**config.mk**
```make
export PLATFORM = sky130hd
export DESIGN_NAME = bu_writeback
export DESIGN_NICKNAME = d
export VERILOG_FILES = /design/src/rtl/ntt_pkg.sv /design/src/rtl/bu_wb_addr_gen.sv /design/src/rtl/bu_writeback.sv
export SDC_FILE = /design/constraint.sdc
export NUM_CORES = 1
export LEC_CHECK = 0
export BUFFER_PORTS_ARGS = -buffer_cell sky130_fd_sc_hd__buf_4
export CAP_MARGIN = 20
export CELL_PAD_IN_SITES_DETAIL_PLACEMENT = 0
export CELL_PAD_IN_SITES_GLOBAL_PLACEMENT = 1
export CORE_MARGIN = 3
export CORE_UTILIZATION = 33
export DETAILED_ROUTE_END_ITERATION = 6
export PLACE_DENSITY_LB_ADDON = 0.2
export SLEW_MARGIN = 20
export SYNTH_ARGS = -nofsm -noshare
export SYNTH_HDL_FRONTEND = slang
export SYNTH_SLANG_ARGS = --single-unit
```
**constraint.sdc**
```tcl
create_clock -name clk_i -period 6.64 [get_ports clk_i]
set_input_delay 0.664 -clock clk_i [delete_from_list [all_inputs] [get_ports clk_i]]
set_output_delay 0.664 -clock clk_i [all_outputs]
set_load 0.01 [all_outputs]
```
**src/rtl/ntt_pkg.sv**
```systemverilog
// Shared constants, types and helpers for the NTT/iNTT coefficient write-back path.
// Lane count, bank count and stage size are fixed by the butterfly array geometry.
package ntt_pkg;

   localparam int DATA_WIDTH = 12;
   localparam int NBANK      = 8;
   localparam int ADDR_W     = 5;
   localparam int BEATS      = 16;
   localparam int BANK_W     = 3;
   localparam int LANE_W     = 3;
   localparam int LG_W       = 3;
   localparam int CNT_W      = 4;

   typedef logic [DATA_WIDTH-1:0] coeff_t;

   typedef enum logic [0:0] {
      ST_IDLE = 1'b0,
      ST_RUN  = 1'b1
   } wb_state_e;

   // Legal stage lengths are the powers of two from 2 to 128.
   function automatic logic len_is_legal(input logic [7:0] len);
      return (len >= 8'd2) && ((len & (len - 8'd1)) == 8'd0);
   endfunction

   function automatic logic [LG_W-1:0] len_log2(input logic [7:0] len);
      logic [LG_W-1:0] r;
      r = '0;
      for (int i = 1; i < 8; i++) begin
         if (len[i]) r = LG_W'(i);
      end
      return r;
   endfunction

endpackage

```
**src/rtl/bu_wb_addr_gen.sv**
```systemverilog
// Per-lane destination map: for stage length 2^lg_i and beat cnt_i, gives the
// bank, port (0 = A, 1 = B) and word address for the lane's X and Y results.
module bu_wb_addr_gen
   import ntt_pkg::*;
(
   input  logic [LG_W-1:0]   lg_i,
   input  logic [CNT_W-1:0]  cnt_i,
   input  logic [LANE_W-1:0] lane_i,
   output logic [BANK_W-1:0] x_bank_o,
   output logic              x_port_o,
   output logic [ADDR_W-1:0] x_addr_o,
   output logic [BANK_W-1:0] y_bank_o,
   output logic              y_port_o,
   output logic [ADDR_W-1:0] y_addr_o
);

   logic [LG_W-1:0]   shift;
   logic [ADDR_W-1:0] grp;
   logic [ADDR_W-1:0] base;
   logic [BANK_W-1:0] lo_bank;

   always_comb begin
      shift    = '0;
      grp      = '0;
      base     = '0;
      lo_bank  = '0;
      x_bank_o = '0;
      x_port_o = 1'b0;
      x_addr_o = '0;
      y_bank_o = '0;
      y_port_o = 1'b0;
      y_addr_o = '0;
      if (lg_i >= LG_W'(3)) begin
         // Pairs sit in the same bank, g = L/8 rows apart; beats walk g rows then skip g.
         shift    = lg_i - LG_W'(3);
         grp      = ADDR_W'(1) << shift;
         base     = ((ADDR_W'(cnt_i) >> shift) << (shift + LG_W'(1)))
                  | (ADDR_W'(cnt_i) & (grp - ADDR_W'(1)));
         x_bank_o = lane_i;
         x_port_o = 1'b0;
         x_addr_o = base;
         y_bank_o = lane_i;
         y_port_o = 1'b1;
         y_addr_o = base + grp;
      end else begin
         // Both halves of a pair share a row; lower lanes take the even row on port A.
         if (lg_i == LG_W'(2)) begin
            lo_bank  = {1'b0, lane_i[1:0]};
            y_bank_o = lo_bank | BANK_W'(4);
         end else begin
            lo_bank  = {lane_i[1], 1'b0, lane_i[0]};
            y_bank_o = lo_bank | BANK_W'(2);
         end
         x_bank_o = lo_bank;
         x_port_o = lane_i[2];
         x_addr_o = {cnt_i, lane_i[2]};
         y_port_o = lane_i[2];
         y_addr_o = {cnt_i, lane_i[2]};
      end
   end

endmodule

```
**src/rtl/bu_writeback.sv**
```systemverilog
// Butterfly write-back router: stage FSM, beat counter and registered crossbar
// steering 8 lanes of (X, Y) results onto the A/B ports of the 8 coefficient banks.
module bu_writeback
   import ntt_pkg::*;
(
   input  logic                          clk_i,
   input  logic                          rst_i,
   input  logic                          start_i,
   input  logic [7:0]                    len_i,
   input  logic                          valid_i,
   input  logic [NBANK*DATA_WIDTH-1:0]   x_i,
   input  logic [NBANK*DATA_WIDTH-1:0]   y_i,
   output logic [NBANK-1:0]              wea_o,
   output logic [NBANK-1:0]              web_o,
   output logic [NBANK*ADDR_W-1:0]       addra_o,
   output logic [NBANK*ADDR_W-1:0]       addrb_o,
   output logic [NBANK*DATA_WIDTH-1:0]   dina_o,
   output logic [NBANK*DATA_WIDTH-1:0]   dinb_o,
   output logic                          busy_o,
   output logic                          done_o,
   output logic                          err_o
);

   wb_state_e         state_q, state_d;
   logic [CNT_W-1:0]  cnt_q, cnt_d;
   logic [LG_W-1:0]   lg_q, lg_d;
   logic              err_q, err_d;
   logic              busy_q, busy_d;
   logic              done_q, done_d;
   logic              we_q;
   logic              beat;
   logic              last_beat;

   logic [BANK_W-1:0] x_bank [NBANK];
   logic              x_port [NBANK];
   logic [ADDR_W-1:0] x_addr [NBANK];
   logic [BANK_W-1:0] y_bank [NBANK];
   logic              y_port [NBANK];
   logic [ADDR_W-1:0] y_addr [NBANK];

   coeff_t            dina_d  [NBANK];
   coeff_t            dinb_d  [NBANK];
   logic [ADDR_W-1:0] addra_d [NBANK];
   logic [ADDR_W-1:0] addrb_d [NBANK];
   coeff_t            dina_q  [NBANK];
   coeff_t            dinb_q  [NBANK];
   logic [ADDR_W-1:0] addra_q [NBANK];
   logic [ADDR_W-1:0] addrb_q [NBANK];

   always_comb begin
      state_d   = state_q;
      cnt_d     = cnt_q;
      lg_d      = lg_q;
      err_d     = err_q;
      beat      = 1'b0;
      last_beat = 1'b0;
      case (state_q)
         ST_IDLE: begin
            if (start_i) begin
               if (len_is_legal(len_i)) begin
                  state_d = ST_RUN;
                  cnt_d   = '0;
                  lg_d    = len_log2(len_i);
                  err_d   = 1'b0;
               end else begin
                  err_d   = 1'b1;
               end
            end
         end
         ST_RUN: begin
            if (valid_i) begin
               beat      = 1'b1;
               cnt_d     = cnt_q + CNT_W'(1);
               last_beat = (cnt_q == CNT_W'(BEATS - 1));
               if (last_beat) state_d = ST_IDLE;
            end
         end
         default: state_d = ST_IDLE;
      endcase
      // Busy covers the final write cycle, so it drops one cycle after done.
      busy_d = (state_d == ST_RUN) || last_beat;
      done_d = last_beat;
   end

   generate
      for (genvar gi = 0; gi < NBANK; gi++) begin : g_lane
         bu_wb_addr_gen u_addr_gen (
            .lg_i     (lg_q),
            .cnt_i    (cnt_q),
            .lane_i   (LANE_W'(gi)),
            .x_bank_o (x_bank[gi]),
            .x_port_o (x_port[gi]),
            .x_addr_o (x_addr[gi]),
            .y_bank_o (y_bank[gi]),
            .y_port_o (y_port[gi]),
            .y_addr_o (y_addr[gi])
         );
      end
   endgenerate

   // Each bank-port is hit by exactly one lane result per beat, so no priority is needed.
   always_comb begin
      for (int b = 0; b < NBANK; b++) begin
         dina_d[b]  = '0;
         dinb_d[b]  = '0;
         addra_d[b] = '0;
         addrb_d[b] = '0;
      end
      for (int m = 0; m < NBANK; m++) begin
         if (x_port[m]) begin
            dinb_d[x_bank[m]]  = x_i[m*DATA_WIDTH +: DATA_WIDTH];
            addrb_d[x_bank[m]] = x_addr[m];
         end else begin
            dina_d[x_bank[m]]  = x_i[m*DATA_WIDTH +: DATA_WIDTH];
            addra_d[x_bank[m]] = x_addr[m];
         end
         if (y_port[m]) begin
            dinb_d[y_bank[m]]  = y_i[m*DATA_WIDTH +: DATA_WIDTH];
            addrb_d[y_bank[m]] = y_addr[m];
         end else begin
            dina_d[y_bank[m]]  = y_i[m*DATA_WIDTH +: DATA_WIDTH];
            addra_d[y_bank[m]] = y_addr[m];
         end
      end
   end

   always_ff @(posedge clk_i) begin
      if (!rst_i) begin
         state_q <= ST_IDLE;
         cnt_q   <= '0;
         lg_q    <= '0;
         err_q   <= 1'b0;
         busy_q  <= 1'b0;
         done_q  <= 1'b0;
         we_q    <= 1'b0;
         for (int b = 0; b < NBANK; b++) begin
            dina_q[b]  <= '0;
            dinb_q[b]  <= '0;
            addra_q[b] <= '0;
            addrb_q[b] <= '0;
         end
      end else begin
         state_q <= state_d;
         cnt_q   <= cnt_d;
         lg_q    <= lg_d;
         err_q   <= err_d;
         busy_q  <= busy_d;
         done_q  <= done_d;
         we_q    <= beat;
         if (beat) begin
            for (int b = 0; b < NBANK; b++) begin
               dina_q[b]  <= dina_d[b];
               dinb_q[b]  <= dinb_d[b];
               addra_q[b] <= addra_d[b];
               addrb_q[b] <= addrb_d[b];
            end
         end
      end
   end

   assign wea_o  = {NBANK{we_q}};
   assign web_o  = {NBANK{we_q}};
   assign busy_o = busy_q;
   assign done_o = done_q;
   assign err_o  = err_q;

   generate
      for (genvar gi = 0; gi < NBANK; gi++) begin : g_out
         assign dina_o[gi*DATA_WIDTH +: DATA_WIDTH] = dina_q[gi];
         assign dinb_o[gi*DATA_WIDTH +: DATA_WIDTH] = dinb_q[gi];
         assign addra_o[gi*ADDR_W +: ADDR_W]        = addra_q[gi];
         assign addrb_o[gi*ADDR_W +: ADDR_W]        = addrb_q[gi];
      end
   endgenerate

endmodule

```
==> results.txt, run 1 <==
RSZ-0062 raised after global routing = no
Rows = 67
Worst hold path type = input port to register
TritonCTS Sinks = 236
CTS tree = done
Initial Utilization = 0.340
WHS Path Cells = 2
Setup TNS = 0 ns
Number of global-route vias before repair = 8881
Distinct cells, synth = 56
Worst slew pin tran = 1.04 ns
Fmax = 283 MHz
Hold worst-path end = dina_q[0][22]$_SDFFCE_PN0P_
Largest net degree at the start of global routing = 152
Synth warn = 0
Crit-path max FO = 13
Final setup vio count = 0
Vias per inst = 4.85
Area grow syn2layout = 38.5%
Max cap viols = 0
Routability-driven placement congestion ratio = 0.818
DR WL/cell = 19.7 microns
Leak pwr = 7.17 nW
Critical path arrival = 3.79 ns
Chip width = 193 microns
Post-route minimum period = 3.53 ns
Crit path from = lg_q[0]$_SDFFE_PN0P_
Gr usage total = 0.189
Nets = 1661
ANT nets after route = 0
Cells on worst reg2reg path = 12
Post-CTS sizing = 0
Layout Skew = 0.0118 ns
Post-synth ARST share = 0
Num CTS Buffers = 28
DR DRC count = 0
Outcome = finished, final reports clean
Die Area = 37300 sq um
Syn nets = 1260
Finished layout cell area = 16000 sq um
Post-Layout Cell Count = 1915
Slew Limit Fails = 0
Skew-Pair Late Insertion Delay = 0.53 ns
Vias = 9285
Cts hold-fix bufs = 0
Antenna violations before repair = 1
R2r startpoint = lg_q[0]$_SDFFE_PN0P_
Cells after DPL = 1862
Drt total wl = 37600 microns
Ratio of cells with drive above 1 in the final layout = 0.381
Hold path start = x_i[22]
VDD IR max = 0.184 mV
Longest Clk Path Bufs = 3
Yosys reg bits = 236
Terminus of the critical flop-to-flop path = addrb_q[0][18]$_SDFFCE_PN0P_
Hpwl dp = 26600 microns
Top Ports = 495
Gr ovfl total = 0
Worst reg2reg setup slack = 3.11 ns
Post-CTS setup buffer count = 0
CP Class = register to register
Worst endpoint required time = 6.90 ns
Post-Syn Area per Cell = 11.1 sq um
First-pass GRT wire length = 54400 microns
Core region area = 34000 sq um
Final count of hold timing violations = 0
IO buf count = 494
Post-synth top flop = edfxtp_1
Synth Instances = 1043
Initial drt markers = 527
Cell Area, Placed = 15200 sq um
Pwr per Cell Area = 218 nW/um^2
Fillers = 3260
Root Driver = clkbuf_16
Initial DRT Pass Iterations = 5
Final period utilization = 0.531
CP Capture Type = register
H-tree levels = 1
Startpoint types = register
CTS clk-pin slew, worst paths = 0.06 ns
EDFF count, synth = 224
Cell Area, Synth = 11600 sq um
Seq/Total Area, Yosys = 0.603
Relative slew margins = 0.306
Die Height = 193 microns
per-layer routing:
layer	track usage	vias up	part of all wire
met5	0	-	0.00040
li1	-	4461	-
met2	0.313	361	0.48
met4	0.0431	2	0.021
met1	0.247	4408	0.41
met3	0.0560	53	0.095
worst max path at each step:
| stage | endpoint | slack [ns] |
|---|---|---|
| after global placement | addrb_q[0][23]$_SDFFCE_PN0P_ | 3.19 |
| after CTS | addrb_q[0][18]$_SDFFCE_PN0P_ | 3.09 |
| after global routing | addrb_q[0][18]$_SDFFCE_PN0P_ | 2.85 |
| after floorplan | addra_q[0][18]$_SDFFCE_PN0P_ | 0.19 |
| final | addrb_q[0][18]$_SDFFCE_PN0P_ | 3.11 |
| after detailed placement | addrb_q[0][18]$_SDFFCE_PN0P_ | 3.09 |
cell usage after synthesis, types with 5 or more instances:
master    count  share of area
a21oi_1     106          0.046
nand3_1       9         0.0039
o211ai_1      5         0.0032
nor2b_1       8         0.0043
edfxtp_1    224           0.58
clkbuf_1     41          0.013
inv_1        12         0.0039
dfxtp_1      12          0.021
xnor2_1       5         0.0038
buf_2        22         0.0095
nor3_1       11         0.0048
a211oi_1     52          0.034
ha_1         13          0.014
buf_4        68          0.044
o21ai_0      13         0.0056
mux2i_1      49          0.042
and2_1       54          0.029
nand2_1     209          0.068
nor2_1       68          0.022
worst max-delay path, cell delays in order, from the launching register on:
cell and delay (ns):
dfxtp_1 0.62, inv_1 0.18, ha_1 0.35, or2_1 0.30
xnor2_1 0.14, a311oi_1 0.37, o22ai_1 0.17, ha_1 0.40
nor2b_1 0.19, nand2_1 0.07, o211ai_1 0.11, a32oi_1 0.23
o21ai_0 0.13
through the flow:
stage | power (mW) | hold slack (ns) | util | setup slack, ns
finish | 3.49 | 0.405 | 0.470 | 3.11
global route | 3.64 | 0.385 | 0.470 | 2.85
CTS | 3.54 | 0.373 | 0.470 | 3.09
detailed placement | 2.11 | 0.484 | 0.446 | 3.09
global placement | 2.11 | 0.483 | 0.446 | 3.19
floorplan | 1.88 | 0.504 | - | 0.186
registers in the layout, indices dropped and copies added (netlist names):
name,cells
addrb_q,18
err_o,1
lg_q,3
state_q,1
done_o,1
addra_q,14
cnt_q,4
we_q,1
dinb_q,96
dina_q,96
busy_o,1
report_power, final:
part	leakage, nW	internal (mW)	switching, mW
Combinational	4.36	0.185	0.176
Sequential	2.40	1.69	0.0237
Clock	0.409	0.819	0.601
cell usage in the layout, fill, tap and decap left out, types with 3 or more instances in the layout:
master | netlist | routed
dfxtp_1 | 12 | 12
xnor2_1 | 5 | 5
nand4_1 | 3 | 3
o22ai_1 | 3 | 3
clkbuf_1 | 41 | 10
a21oi_1 | 106 | 105
o211ai_1 | 5 | 5
o21ai_0 | 13 | 13
and2_1 | 54 | 54
or3_1 | 3 | 3
o311ai_0 | 3 | 3
clkinv_2 | 0 | 4
edfxtp_1 | 224 | 224
mux2i_1 | 49 | 49
nor2_1 | 68 | 68
o211a_1 | 4 | 4
nand3_1 | 9 | 8
and3_1 | 4 | 4
clkinv_1 | 0 | 7
o21a_1 | 3 | 3
buf_4 | 68 | 503
ha_1 | 13 | 13
clkbuf_16 | 0 | 29
nor2b_1 | 8 | 8
inv_1 | 12 | 11
a211oi_1 | 52 | 52
nand2_1 | 209 | 206
nor3_1 | 11 | 11
layout make-up:
| class | instances | area (sq um) | area share |
|---|---|---|---|
| sequential | 236 | 6970 | 0.435 |
| multi-input combinational | 662 | 3800 | 0.237 |
| timing repair buffer | 504 | 3800 | 0.237 |
| clock buffer | 41 | 791 | 0.0494 |
| tap | 448 | 561 | 0.0350 |
| clock inverter | 11 | 50.0 | 0.00313 |
| inverter | 12 | 45.0 | 0.00281 |
| antenna | 1 | 2.50 | 0.000156 |
logic make-up after synthesis:
group | Yosys count | share of synthesized area
adder cells (fa/ha/maj) | 14 | 0.0149
AO/OA/AOI/OAI | 208 | 0.114
multiplexers | 50 | 0.0434
XOR/XNOR | 6 | 0.00455
AND/OR/NAND/NOR | 384 | 0.148
flip-flops | 236 | 0.603
buffers and inverters | 145 | 0.0725
Note: power is estimated with default switching activity, not from simulation.
==> inputs of run 2 (changes only) <==
clock period = 2.9 ns   (was 6.64 ns; I/O delays follow)
==> run 2 against run 1 <==
  * Fmax up 27%
  * Largest power group unchanged
  * Flip-flop and latch count unchanged
  * Clock-buffer cell count down 3
  * Routed wire length up 2.9%
  * Final area up 5.2%
  * Register-to-register slack worse by 3.0 ns
  * Global-route usage up 0.38 points
  * Clock power up 150%
  * Core utilization up 2.4 points
  * Critical endpoint is now addrb_q[0][9]$_SDFFCE_PN0P_
  * Setup slack worse by 3.0 ns
  * Via count up 3.0%
  * Clock skew up 0.0045 ns
==> results.txt, run 2 (same netlist as run 1, synthesis figures left out) <==
Longest Clk Path Bufs = 3 (unchanged)
Dpl ws = -0.118 ns (-3.21 ns)
Leak pwr = 7.60 nW (+5.9%)
Core region area = 34000 sq um (unchanged)
Multi-input logic area = 3890 sq um (+2.4%)
RSZ-0062 raised after global routing = yes
IO buf count = 494 (unchanged)
Storage element area = 6970 sq um (+0.11%)
Post-route minimum period = 2.77 ns (-0.756 ns)
Vias = 9559 (+3.0%)
Rows = 67 (unchanged)
Area grow syn2layout = 45.7%
First-pass GRT wire length = 55900 microns (+2.7%)
Ant diodes = 0 (-1)
Register share of total power = 0.472 (-0.018)
Slew Limit Fails = 0 (unchanged)
Final setup vio count = 0 (unchanged)
Layout Skew = 0.0163 ns (+0.00446 ns)
H-tree levels = 1 (unchanged)
Die Height = 193 microns (unchanged)
Startpoint types = register
TritonCTS Sinks = 236 (unchanged)
Drt total wl = 38700 microns (+2.9%)
Clock share of power = 0.420 (+0.014)
Chip width = 193 microns (unchanged)
DR DRC count = 0 (unchanged)
Worst endpoint required time = 3.26 ns (-3.64 ns)
Sw frac = 0.230 (+0.000857)
CTS clk-pin slew, worst paths = 0.06 ns (about the same)
Logic gate share of total power = 0.107 (+0.004)
Initial DRT Pass Iterations = 5 (unchanged)
Die Area = 37300 sq um (unchanged)
Nets = 1729 (+4.1%)
Gr usage total = 0.193 (+0.00383)
Final count of hold timing violations = 0 (unchanged)
Top Ports = 495 (unchanged)
Switching pwr = 1.91 mW (+140%)
Antenna violations before repair = 1 (unchanged)
CP Class = register to register
CTS tree = done
P_int = 6.38 mW (+140%)
Hpwl dp = 27500 microns (+3.3%)
Critical path arrival = 3.13 ns (-0.66 ns)
Initial Utilization = 0.340 (unchanged)
Max cap viols = 0 (unchanged)
Worst reg2reg setup slack = 0.13 ns (-2.98 ns)
Relative slew margins = 0.370 (+0.0633)
Final period utilization = 0.956 (+0.425)
Crit-path max FO = 6 (-7)
Routability-driven placement congestion ratio = 0.853 (+4.2%)
Commonest non-fill, non-tap cell in the layout = buf_4
Most frequent cells in the layout = 535 x buf_4, 224 x edfxtp_1, 206 x nand2_1
Ratio of cells with drive above 1 in the final layout = 0.404 (+0.0238)
Num CTS Buffers = 28 (unchanged)
Largest regs = dina_q (96), dinb_q (96), addrb_q (18)
Worst slew pin tran = 0.945 ns (-0.0950 ns)
DR WL/cell = 19.6 microns (-0.53%)
Gr ovfl total = 0 (unchanged)
VDD IR max = 0.421 mV (+130%)
Root Driver = clkbuf_16
Outcome = finished, final reports clean
Skew-Pair Late Insertion Delay = 0.55 ns (+0.02 ns)
Initial drt markers = 545 (+3.4%)
CP Capture Type = register
Vias per inst = 4.83 (-0.48%)
Final worst slack = 0.128 ns (-2.98 ns)
Fmax = 361 MHz (+27%)
Hold WS = 0.0247 ns (-0.380 ns)
Pwr per Cell Area = 492 nW/um^2 (+130%)
Largest net degree at the start of global routing = 78 (-49%)
Worst hold path type = input port to register
ANT nets after route = 0 (unchanged)
Fillers = 3165 (-2.9%)
Number of global-route vias before repair = 9210 (+3.7%)
-- run 2: cell count changes in the layout (fill, tap and decap cells not counted), sizes merged --
cell         delta
clkinv          -1
clkinvlp        -1
dlygate4sd3    +29
buf            +39
diode           -1
clkbuf          -3
bufinv          +2
inv             +2
-- run 2: routing by layer --
| layer | GRT usage | share of wire |
|---|---|---|
| met1 | 0.246 | 0.40 |
| met2 | 0.327 | 0.49 |
| met3 | 0.0577 | 0.088 |
| met4 | 0.0409 | 0.022 |
| met5 | 0 | 0.00034 |
-- run 2: area by class of cell --
type                    count  area share
multi-input cells         662       0.231
inverters                  12     0.00267
flip-flops and latches    236       0.414
clock inverters            13     0.00758
clock buffers              38      0.0462
repair buffers            572       0.265
well taps                 448      0.0333
-- run 2: worst paths after layout --
kind                             start                          end  cells past startpoint
setup reg to reg  lg_q[0]$_SDFFE_PN0P_  addrb_q[0][9]$_SDFFCE_PN0P_                     11
hold reg to reg     err_o$_SDFFE_PN0P_           err_o$_SDFFE_PN0P_                      2
setup / recovery  lg_q[0]$_SDFFE_PN0P_  addrb_q[0][9]$_SDFFCE_PN0P_                     11
hold / removal                 x_i[21]  dina_q[0][21]$_SDFFCE_PN0P_                      2
-- run 2: repair_timing --
item	4_1_cts	5_1_grt
hold buffers	29	0
endpoints found under the setup margin	6	9
hold endpoints to repair	29	0
pin swaps	1	8
setup buffers	0	5
gates resized for setup	7	21
-- run 2: critical path: stages, from the launching register on --
cell      delay, ns
dfxtp_4        0.37
inv_2          0.06
buf_4          0.14
ha_2           0.22
or4_4          0.57
o211a_1        0.28
nor2_1         0.10
ha_2           0.21
o211a_1        0.20
o21ai_1        0.06
or2_1          0.28
o311ai_2       0.10
-- run 2: power groups by stage --
stage / sequential (mW) / combinational [mW] / clock (mW)
6_report: 3.91 / 0.890 / 3.49
5_1_grt: 3.92 / 0.964 / 3.72
4_1_cts: 3.92 / 0.902 / 3.57
3_5_place_dp: 3.99 / 0.866 / 0
3_3_place_gp: 3.99 / 0.864 / 0
2_1_floorplan: 4.06 / 0.227 / 0
-- run 2: per-stage QoR --
step,setup TNS (ns),power [mW],utilization,instance area (sq um),std cells
floorplan,-0.0298,4.29,-,11600,1043
global placement,-0.0253,4.85,0.456,15500,1896
detailed placement,-0.367,4.85,0.456,15500,1896
CTS,-0.00202,8.39,0.492,16700,1976
global route,-0.0842,8.61,0.495,16800,1981
finish,0,8.29,0.495,16800,1981
==> inputs of run 3 (changes only) <==
==> constraint.sdc (replaced) <==
create_clock -name clk_i -period 2.9 [get_ports clk_i]
set_input_delay 0.435 -clock clk_i [delete_from_list [all_inputs] [get_ports clk_i]]
set_output_delay 0.435 -clock clk_i [all_outputs]
set_load 0.01 [all_outputs]
==> run 3 against run 2 <==
  * Critical path depth did not move
  * Flip-flop and latch count did not move
  * Routed wire length fell by 1.2%
  * Clock-buffer cell count fell by 2
  * Critical endpoint is now addrb_q[0][23]$_SDFFCE_PN0P_
  * Critical path type unchanged
  * Total power rose by 1.4%
  * Sequential power barely moved
==> results.txt, run 3 (same netlist as run 1, synthesis figures left out) <==
Clock share of power = 0.433 (+0.013)
Initial Utilization = 0.340 (unchanged)
Initial drt markers = 604 (+11%)
Final period utilization = 0.955 (-0.00126)
Cells after DPL = 1899 (+0.16%)
Relative slew margins = 0.372 (+0.00264)
Core region area = 34000 sq um (unchanged)
Worst hold path type = input port to register
Vias = 9362 (-2.1%)
Worst path bufs/invs = 1 (-1)
Most frequent cells in the layout = 538 x buf_4, 224 x edfxtp_1, 206 x nand2_1
Post-Layout Cell Count = 1957 (-1.2%)
DR DRC count = 0 (unchanged)
Hold WS = 0.170 ns (+0.145 ns)
Core Util, Final = 0.487 (-0.00735)
Die Height = 193 microns (unchanged)
Num CTS Buffers = 29 (+3.6%)
Outcome = finished, final reports clean
CP Capture Type = register
Register share of total power = 0.466 (-0.006)
Layout Skew = 0.00840 ns (-0.00786 ns)
Final worst slack = 0.132 ns (+0.00365 ns)
Number of global-route vias before repair = 9170 (-0.43%)
Ratio of cells with drive above 1 in the final layout = 0.412 (+0.00764)
Gr ovfl total = 0 (unchanged)
DR WL/cell = 19.6 microns (about the same)
ANT nets after route = 0 (unchanged)
Fmax = 361 MHz (+0.13%)
Critical path arrival = 3.04 ns (-0.09 ns)
Final count of hold timing violations = 0 (unchanged)
Root Driver = clkbuf_16
CP Class = register to register
Pwr per Cell Area = 506 nW/um^2 (+2.9%)
CTS clk-pin slew, worst paths = 0.06 ns (about the same)
Gr usage total = 0.191 (-0.00188)
Die Area = 37300 sq um (unchanged)
Worst slew pin tran = 0.941 ns (-0.00396 ns)
Max cap viols = 0 (unchanged)
Routability-driven placement congestion ratio = 0.854 (+0.15%)
Vias per inst = 4.78 (-0.86%)
CTS tree = done
Leak pwr = 7.49 nW (-1.4%)
H-tree levels = 1 (unchanged)
Skew-Pair Late Insertion Delay = 0.55 ns (about the same)
CP peak stage delay = 0.37 ns (-0.20 ns)
Antenna violations before repair = 1 (unchanged)
Nets = 1702 (-1.6%)
Crit-path max FO = 5 (-1)
Post-route minimum period = 2.77 ns (-0.00365 ns)
TritonCTS Sinks = 236 (unchanged)
Dpl ws = -0.113 ns (+0.00541 ns)
Logic gate share of total power = 0.101 (-0.006)
Largest net degree at the start of global routing = 78 (unchanged)
Longest Clk Path Bufs = 3 (unchanged)
P_int = 6.51 mW (+2.1%)
Commonest non-fill, non-tap cell in the layout = buf_4
Critical Path, Cell by Cell = inv_1, ha_4, or3_4, or3_1, a21o_1, o21ai_2, ha_1, o21a_1, nor2b_1, a32oi_2, o21ai_1
Chip width = 193 microns (unchanged)
Startpoint types = register
Total Power = 8.40 mW (+1.4%)
Family with the most delay on the worst path = simple AND/OR/NAND/NOR gates
Switching pwr = 1.89 mW (-0.95%)
IO buf count = 494 (unchanged)
Slew Limit Fails = 0 (unchanged)
Largest regs = dina_q (96), dinb_q (96), addrb_q (18)
First-pass GRT wire length = 54900 microns (-1.8%)
Area grow syn2layout = 43.5%
Worst endpoint required time = 3.17 ns (-0.09 ns)
VDD IR max = 0.426 mV (+1.2%)
Max stage delay cell, worst path = dfxtp_4
Initial DRT Pass Iterations = 7 (+2)
Sw frac = 0.225 (-0.00528)
Drt total wl = 38300 microns (-1.2%)
Top Ports = 495 (unchanged)
Rows = 67 (unchanged)
Final setup vio count = 0 (unchanged)
Hpwl dp = 27600 microns (+0.18%)
[run 3: cell type report]
class / count / area [sq um]
clock buffer: 36 / 762
clock inverter: 17 / 193
sequential: 236 / 6970
tap: 448 / 561
antenna: 2 / 5.00
timing repair buffer: 544 / 4160
multi-input combinational: 662 / 3890
fill: 3225 / 17400
inverter: 12 / 45.0
[run 3: path summary, 6_finish.rpt]
check,to,cells past startpoint,from,slack [ns]
worst max-delay path,addrb_q[0][23]$_SDFFCE_PN0P_,11,lg_q[0]$_SDFFE_PN0P_,0.13
worst min register to register,err_o$_SDFFE_PN0P_,2,err_o$_SDFFE_PN0P_,0.50
worst min-delay path,dina_q[0][6]$_SDFFCE_PN0P_,2,x_i[6],0.17
worst max register to register,addrb_q[0][23]$_SDFFCE_PN0P_,11,lg_q[0]$_SDFFE_PN0P_,0.13
[run 3: metal layers]
metal	vias up	global-route usage	part of all wire
met5	-	0	0.00018
met4	2	0.0526	0.028
met3	56	0.0582	0.092
met2	356	0.320	0.48
met1	4394	0.242	0.40
li1	4554	-	-
[run 3: metrics by stage]
stage          TNS (ns)  cell area, sq um
6_report              0             16600
5_1_grt         -0.0534             16600
4_1_cts               0             16500
3_5_place_dp     -0.438             15500
3_3_place_gp    -0.0519             15500
2_1_floorplan   -0.0298             11600
[run 3: worst reg2reg max path: stages, from the launching register on]
cell     delay [ns]
dfxtp_4        0.37
inv_1          0.08
ha_4           0.17
or3_4          0.36
or3_1          0.31
a21o_1         0.22
o21ai_2        0.07
ha_1           0.29
o21a_1         0.14
nor2b_1        0.14
a32oi_2        0.23
o21ai_1        0.10
[run 3: power by group through the flow]
stage          combinational (mW)  sequential (mW)  clock, mW
3_3_place_gp                0.859             3.99          0
4_1_cts                     0.865             3.92       3.75
6_report                    0.851             3.91       3.64
3_5_place_dp                0.862             3.99          0
2_1_floorplan               0.227             4.06          0
5_1_grt                     0.924             3.92       3.89
[run 3: what timing repair did]
item / in CTS / in global routing
endpoints found under the setup margin: 6 / 10
hold buffers: 0 / 0
buffers inserted: 0 / 3
pin swaps: 0 / 11
gates resized for setup: 4 / 22
